===== src/rtl/tx_redundancy_scheduler_pkg.sv =====
// Shared types, defaults and width helpers for the transmit redundancy scheduler.
// Counter widths are derived from the timing parameters so they never overflow.
package tx_redundancy_scheduler_pkg;

  typedef enum logic [2:0] {
    ST_IDLE,
    ST_GAP,
    ST_ISSUE,
    ST_WAIT,
    ST_RGAP
  } state_e;

  localparam int ID_FIRST             = 1;
  localparam int SEGMENT_NUM_MAX_DEF  = 5;
  localparam int GAP_PKT_DEF          = 10;
  localparam int GAP_ROUND_DEF        = 30;
  localparam int DONE_TIMEOUT_DEF     = 1024;

  function automatic int gap_cnt_w(input int gap_pkt, input int gap_round);
    return $clog2(((gap_pkt > gap_round) ? gap_pkt : gap_round) + 1);
  endfunction

  function automatic int tmo_cnt_w(input int done_timeout);
    return $clog2(done_timeout + 1);
  endfunction

  localparam int GAP_CNT_W_DEF = gap_cnt_w(GAP_PKT_DEF, GAP_ROUND_DEF);
  localparam int TMO_CNT_W_DEF = tmo_cnt_w(DONE_TIMEOUT_DEF);

endpackage


===== src/rtl/tx_redundancy_scheduler_gap_timer.sv =====
// Loadable down-counter shared by the packet gap and the round gap.
// Loading N makes done rise after N further cycles, so a load of (gap-1) spans gap cycles.
module tx_redundancy_scheduler_gap_timer
  import tx_redundancy_scheduler_pkg::*;
#(
  parameter int W = GAP_CNT_W_DEF
) (
  input  logic         clk125MHz,
  input  logic         reset,
  input  logic         load,
  input  logic [W-1:0] load_val,
  output logic         done
);

  logic [W-1:0] cnt_q, cnt_d;

  always_comb begin
    cnt_d = cnt_q;
    if (load)
      cnt_d = load_val;
    else if (cnt_q != '0)
      cnt_d = cnt_q - 1'b1;
  end

  always_ff @(posedge clk125MHz) begin
    if (reset) cnt_q <= '0;
    else       cnt_q <= cnt_d;
  end

  assign done = (cnt_q == '0);

endmodule


===== src/rtl/tx_redundancy_scheduler.sv =====
// Drives the packet builder so every segment is sent `redundancy` times per frame,
// spacing packets and rounds and force-completing packets the builder never finishes.
module tx_redundancy_scheduler
  import tx_redundancy_scheduler_pkg::*;
#(
  parameter int SEGMENT_NUM_MAX = SEGMENT_NUM_MAX_DEF,
  parameter int GAP_PKT         = GAP_PKT_DEF,
  parameter int GAP_ROUND       = GAP_ROUND_DEF,
  parameter int DONE_TIMEOUT    = DONE_TIMEOUT_DEF
) (
  input  logic        clk125MHz,
  input  logic        reset,
  input  logic        enable,
  input  logic [7:0]  redundancy,
  output logic        pkt_start,
  output logic [15:0] pkt_seg,
  output logic [7:0]  pkt_id,
  output logic [7:0]  pkt_aux,
  input  logic        pkt_done,
  output logic        frame_done,
  output logic        active,
  output logic        timeout_err
);

  localparam int GW = gap_cnt_w(GAP_PKT, GAP_ROUND);
  localparam int TW = tmo_cnt_w(DONE_TIMEOUT);
  localparam logic [GW-1:0] GAP_PKT_LD   = GW'(GAP_PKT - 1);
  localparam logic [GW-1:0] GAP_ROUND_LD = GW'(GAP_ROUND - 1);
  localparam logic [15:0]   SEG_LAST     = 16'(SEGMENT_NUM_MAX - 1);
  localparam logic [TW-1:0] TMO_LIMIT    = TW'(DONE_TIMEOUT);
  localparam logic [7:0]    ID_ONE       = 8'(ID_FIRST);

  state_e        state_q, state_d;
  logic [15:0]   seg_q, seg_d;
  logic [7:0]    id_q, id_d;
  logic [7:0]    aux_q, aux_d;
  logic [7:0]    red_q, red_d;
  logic [TW-1:0] wcnt_q, wcnt_d;
  logic          pkt_start_q, pkt_start_d;
  logic          frame_done_q, frame_done_d;
  logic          active_q, active_d;
  logic          tmo_err_q, tmo_err_d;

  logic          tmr_load;
  logic [GW-1:0] tmr_val;
  logic          tmr_done;
  logic          timeout;

  tx_redundancy_scheduler_gap_timer #(.W(GW)) u_gap_timer (
    .clk125MHz (clk125MHz),
    .reset     (reset),
    .load      (tmr_load),
    .load_val  (tmr_val),
    .done      (tmr_done)
  );

  // wcnt counts WAIT cycles including the current one, so WAIT lasts at most DONE_TIMEOUT cycles.
  assign timeout = (wcnt_q == TMO_LIMIT);

  always_comb begin
    state_d      = state_q;
    seg_d        = seg_q;
    id_d         = id_q;
    aux_d        = aux_q;
    red_d        = red_q;
    wcnt_d       = wcnt_q;
    tmo_err_d    = tmo_err_q;
    pkt_start_d  = 1'b0;
    frame_done_d = 1'b0;
    tmr_load     = 1'b0;
    tmr_val      = GAP_PKT_LD;

    case (state_q)
      ST_IDLE: begin
        if (enable) begin
          red_d    = (redundancy == 8'd0) ? ID_ONE : redundancy;
          seg_d    = '0;
          id_d     = ID_ONE;
          tmr_load = 1'b1;
          state_d  = ST_GAP;
        end
      end
      ST_GAP, ST_RGAP: begin
        if (tmr_done) begin
          pkt_start_d = 1'b1;
          state_d     = ST_ISSUE;
        end
      end
      ST_ISSUE: begin
        wcnt_d  = TW'(1);
        state_d = ST_WAIT;
      end
      ST_WAIT: begin
        if (pkt_done || timeout) begin
          if (timeout) tmo_err_d = 1'b1;
          if (seg_q < SEG_LAST) begin
            seg_d    = seg_q + 16'd1;
            tmr_load = 1'b1;
            state_d  = ST_GAP;
          end else if (id_q < red_q) begin
            seg_d    = '0;
            id_d     = id_q + 8'd1;
            tmr_load = 1'b1;
            tmr_val  = GAP_ROUND_LD;
            state_d  = ST_RGAP;
          end else begin
            // Frame complete; enable only decides whether another frame follows.
            seg_d        = '0;
            id_d         = ID_ONE;
            aux_d        = aux_q + 8'd1;
            frame_done_d = 1'b1;
            if (enable) begin
              tmr_load = 1'b1;
              state_d  = ST_GAP;
            end else begin
              state_d  = ST_IDLE;
            end
          end
        end else begin
          wcnt_d = wcnt_q + 1'b1;
        end
      end
      default: state_d = ST_IDLE;
    endcase

    active_d = (state_d != ST_IDLE);
  end

  always_ff @(posedge clk125MHz) begin
    if (reset) begin
      state_q      <= ST_IDLE;
      seg_q        <= '0;
      id_q         <= ID_ONE;
      aux_q        <= '0;
      red_q        <= ID_ONE;
      wcnt_q       <= '0;
      pkt_start_q  <= 1'b0;
      frame_done_q <= 1'b0;
      active_q     <= 1'b0;
      tmo_err_q    <= 1'b0;
    end else begin
      state_q      <= state_d;
      seg_q        <= seg_d;
      id_q         <= id_d;
      aux_q        <= aux_d;
      red_q        <= red_d;
      wcnt_q       <= wcnt_d;
      pkt_start_q  <= pkt_start_d;
      frame_done_q <= frame_done_d;
      active_q     <= active_d;
      tmo_err_q    <= tmo_err_d;
    end
  end

  assign pkt_start   = pkt_start_q;
  assign pkt_seg     = seg_q;
  assign pkt_id      = id_q;
  assign pkt_aux     = aux_q;
  assign frame_done  = frame_done_q;
  assign active      = active_q;
  assign timeout_err = tmo_err_q;

endmodule


===== config.mk =====
export PLATFORM = sky130hd
export DESIGN_NAME = tx_redundancy_scheduler
export DESIGN_NICKNAME = d
export VERILOG_FILES = /design/src/rtl/tx_redundancy_scheduler_pkg.sv /design/src/rtl/tx_redundancy_scheduler_gap_timer.sv /design/src/rtl/tx_redundancy_scheduler.sv
export SDC_FILE = /design/constraint.sdc
export NUM_CORES = 1
export LEC_CHECK = 0
export BUFFER_PORTS_ARGS = -buffer_cell sky130_fd_sc_hd__buf_2
export CAP_MARGIN = 20
export CORE_MARGIN = 5
export CORE_UTILIZATION = 38
export CTS_CLUSTER_SIZE = 24
export DETAILED_ROUTE_END_ITERATION = 12
export PLACE_DENSITY_LB_ADDON = 0.15
export SYNTH_ARGS = -nofsm -noshare
export SYNTH_HDL_FRONTEND = slang
export SYNTH_SLANG_ARGS = --single-unit

===== constraint.sdc =====
create_clock -name clk125MHz -period 4.8 [get_ports clk125MHz]
set_input_delay 1.2 -clock clk125MHz [delete_from_list [all_inputs] [get_ports clk125MHz]]
set_output_delay 1.2 -clock clk125MHz [all_outputs]
set_load 0.005 [all_outputs]

==> results.py <==
metrics = {
    "setup_path": {
        "timing.setup.critical_path_class": "reg -> reg",
        "worst-endpoint-required_ns": 5.04,
        "cp_cell_sequence": "ha_1, a211o_1, a31oi_1, o311a_1, o31ai_1, and2_1, a221oi_2",
        "worst_setup_path_start_kind": "flip-flop",
        "worstSetupStartpoint": "pkt_id[2]$_SDFFE_PP0P_",
        "worst_ep_arrival_time_ns": 2.83,
        "cp-end-kind": "flip-flop",
        "r2r_start": "pkt_id[2]$_SDFFE_PP0P_",
        "cp.buffers_inverters": 0,
        "crit_path_max_incr_delay_ns": 0.53,
        "library_cell_contributing_the_largest_single_delay_on_the_critical_path": "o311a_1",
        "crit_fanout": 13,
        "worstRegToRegCells": 7,
        "timing.rr.end": "u_gap_timer.cnt_q[2]$_SDFFE_PP0P_",
        "critical-path-top-delay-family": "compound AO/OA/AOI/OAI gates",
        "timing.reg2reg.setup_slack_ns": 2.21,
    },
    "global_routing": {
        "global_route.overflow_total": 0,
        "wire_length_of_the_first_global_routing_pass_microns": 11000,
        "antenna_found_initial": 0,
        "grt_usage": 0.137,
        "number_of_global_route_vias_before_repair": 2292,
        "maximum_number_of_pins_on_one_net_before_global_route_repair": 33,
    },
    "logic_synthesis": {
        "syn-cell-area_sq_um": 3050,
        "synth-edff-count": 0,
        "synth-seq-area-share": 0.413,
        "share_of_flip_flops_with_an_asynchronous_set_or_reset": 0,
        "synthesis.yosys.warnings": 0,
        "synthesized_netlist_cell_count": 337,
        "number_of_storage_elements_in_the_synthesis_netlist": 63,
        "post_synth.cell_area_avg_sq_um": 9.06,
        "mappedNetlistNets": 362,
        "synth.distinct_cells": 56,
        "ys.flop_type": "dfxtp_1",
    },
    "placed_design": {
        "dp.final_hpwl_microns": 4690,
        "gpl.final_weighted_congestion": 0.776,
        "io_buffer_count": 47,
    },
    "die": {
        "initial_utilization": 0.393,
        "std_cell_rows": 32,
        "floorplan.die.height_microns": 99.6,
        "core-area_sq_um": 7770,
        "chipWidth_microns": 99.6,
        "design.die.area_sq_um": 9920,
        "io_pins": 48,
    },
    "sta": {
        "setup-tns-final_ns": 0,
        "final-max-slew-violation-count": 0,
        "final_min_period_over_clock_period": 0.539,
        "max_freq_ghz": 0.386,
        "setup_violations": 0,
        "timing_hold_violations_final": 0,
        "rsz0062_at_grt": "no",
        "relSlewSlack": 0.520,
        "fin_skew_ns": 0.0107,
        "worst_pin_slew_ns": 0.720,
        "timing.final.crit_period_ns": 2.59,
    },
    "finish": {
        "diodes": 0,
        "finalNetCount": 407,
        "layout.core_utilization": 0.450,
        "mostFrequentLayoutCells": "63 x dfxtp_1, 47 x buf_2, 42 x nor2_1",
        "n_fill_cell": 793,
        "final_common_cell": "dfxtp_1",
        "layout-drive-gt1-share": 0.238,
        "syn2layout_area_growth_pct": 14.4,
    },
    "power": {
        "power_share_of_the_sequential_group": 0.453,
        "portion_of_total_power_attributed_to_the_clock_network": 0.287,
        "power.combinational.fraction": 0.261,
        "worst_voltage_drop_across_the_vdd_grid_mv": 0.282,
        "leakage_nw": 1.38,
        "internal_power_contribution_mw": 0.894,
        "cellPowerDensity_nw_per_um2": 391,
        "switching_component_of_the_power_mw": 0.471,
        "power.switching_fraction": 0.345,
    },
    "worst_hold_path": {
        "worstHoldPathCells": 2,
        "timing.hold.worst_endpoint": "red_q[7]$_SDFFE_PP0P_",
        "min_from": "red_q[7]$_SDFFE_PP0P_",
        "hold_class": "reg -> reg",
    },
    "clocking": {
        "cts.root.buffer_cell": "clkbuf_8",
        "resize_count_post_cts": 0,
        "total_setup_buffers_inserted_after_cts": 0,
        "clkLatencyLatePin_ns": 0.34,
        "cts-htree-levels": 3,
        "clock-sinks": 63,
        "post_cts_hold_buffer_count": 0,
        "cts.clk_slew.worst_paths_ns": 0.07,
        "cts_tree": "built",
        "cts-buffers-inserted": 9,
        "ctsLongestPathBuffers": 2,
    },
    "routing": {
        "detail_route.drc_violations": 0,
        "num_vias": 2481,
        "drtPass1Iterations": 4,
        "detail_route.wirelength_microns": 6430,
        "post_drt_wl_per_cell_microns": 13.2,
        "routed_via_density": 5.08,
        "drt_iter0_drc": 120,
        "detail-route-antenna-nets": 0,
    },
    "run": {
        "maxCapViolations": 0,
    },
    "run_status": {
        "status": "finished, final reports clean",
    },
}
state kept, by name (all words and copies together), names as in the netlist:
signal / count
pkt_start: 1
timeout_err: 1
red_q: 8
pkt_aux: 8
pkt_id: 8
active: 1
state_q: 3
pkt_seg: 16
wcnt_q: 11
frame_done: 1
u_gap_timer.cnt_q: 5
per-stage QoR:
stage          power (mW)  cell area (sq um)  worst slack (ns)  hold slack [ns]  instances
6_report             1.36               3490              2.21            0.455        488
2_1_floorplan       0.921               3050              2.44            0.436        337
3_5_place_dp        0.991               3330              2.01            0.450        473
3_3_place_gp        0.985               3330              2.05            0.450        473
5_1_grt              1.46               3490              2.02            0.486        488
4_1_cts              1.39               3490              2.16            0.460        488
area by class of cell:
class | instances | area (sq um) | area share
clock buffer | 9 | 124 | 0.0355
clock inverter | 6 | 38.8 | 0.0111
inverter | 14 | 52.6 | 0.0150
multi-input combinational | 247 | 1650 | 0.473
sequential | 63 | 1260 | 0.361
tap | 102 | 128 | 0.0365
timing repair buffer | 47 | 235 | 0.0674
worst register-to-register path, stage by stage, from the launching register on:
cell	delay, ns
dfxtp_1	0.47
ha_1	0.29
a211o_1	0.29
a31oi_1	0.17
o311a_1	0.53
o31ai_1	0.22
and2_1	0.26
a221oi_2	0.28
worst max-delay path by stage:
stage                                             end  slack (ns)  depth (start not counted)
global route        u_gap_timer.cnt_q[2]$_SDFFE_PP0P_        2.02                          7
global placement              pkt_seg[4]$_SDFFE_PP0P_        2.05                          5
detailed placement           pkt_seg[15]$_SDFFE_PP0P_        2.01                          5
floorplan                      wcnt_q[9]$_SDFFE_PP0P_        2.44                          5
finish              u_gap_timer.cnt_q[2]$_SDFFE_PP0P_        2.21                          7
CTS                 u_gap_timer.cnt_q[2]$_SDFFE_PP0P_        2.16                          7
logic make-up after synthesis:
kind of cell,synth area share
simple gates,0.270
flops,0.413
compound gates,0.138
xor+xnor,0.0775
buf+inv,0.0451
fa+ha+maj,0.0533
mux,0.00328
power groups by stage:
stage	clock (mW)	sequential (mW)	combinational, mW
2_1_floorplan	0	0.615	0.306
3_3_place_gp	0	0.631	0.354
3_5_place_dp	0	0.630	0.361
4_1_cts	0.410	0.618	0.363
5_1_grt	0.428	0.625	0.410
6_report	0.391	0.618	0.355
per-layer routing:
metal  track usage  up-vias  share of wire
li1              -     1289              -
met1         0.186     1147           0.49
met2         0.206       41           0.46
met3        0.0407        4          0.041
met4        0.0473        0         0.0082
met5             0        -              0
cells in the mapped netlist, drive strengths merged, types with 4 or more instances:
cell | number | area (sq um)
ha | 13 | 163
dfxtp | 63 | 1260
nand4 | 13 | 81.3
xnor2 | 15 | 131
inv | 14 | 52.6
nor2 | 52 | 220
xor2 | 12 | 105
nor4 | 8 | 92.6
and3 | 6 | 38.8
and4 | 6 | 53.8
o21ai | 6 | 33.8
a21oi | 29 | 145
nand2 | 25 | 93.8
nand2b | 4 | 25.0
a31oi | 7 | 43.8
nor3 | 6 | 30.0
clkbuf | 4 | 17.5
nand3 | 13 | 82.6
buf | 9 | 67.6
No activity file was read; power rests on OpenSTA's default activity.
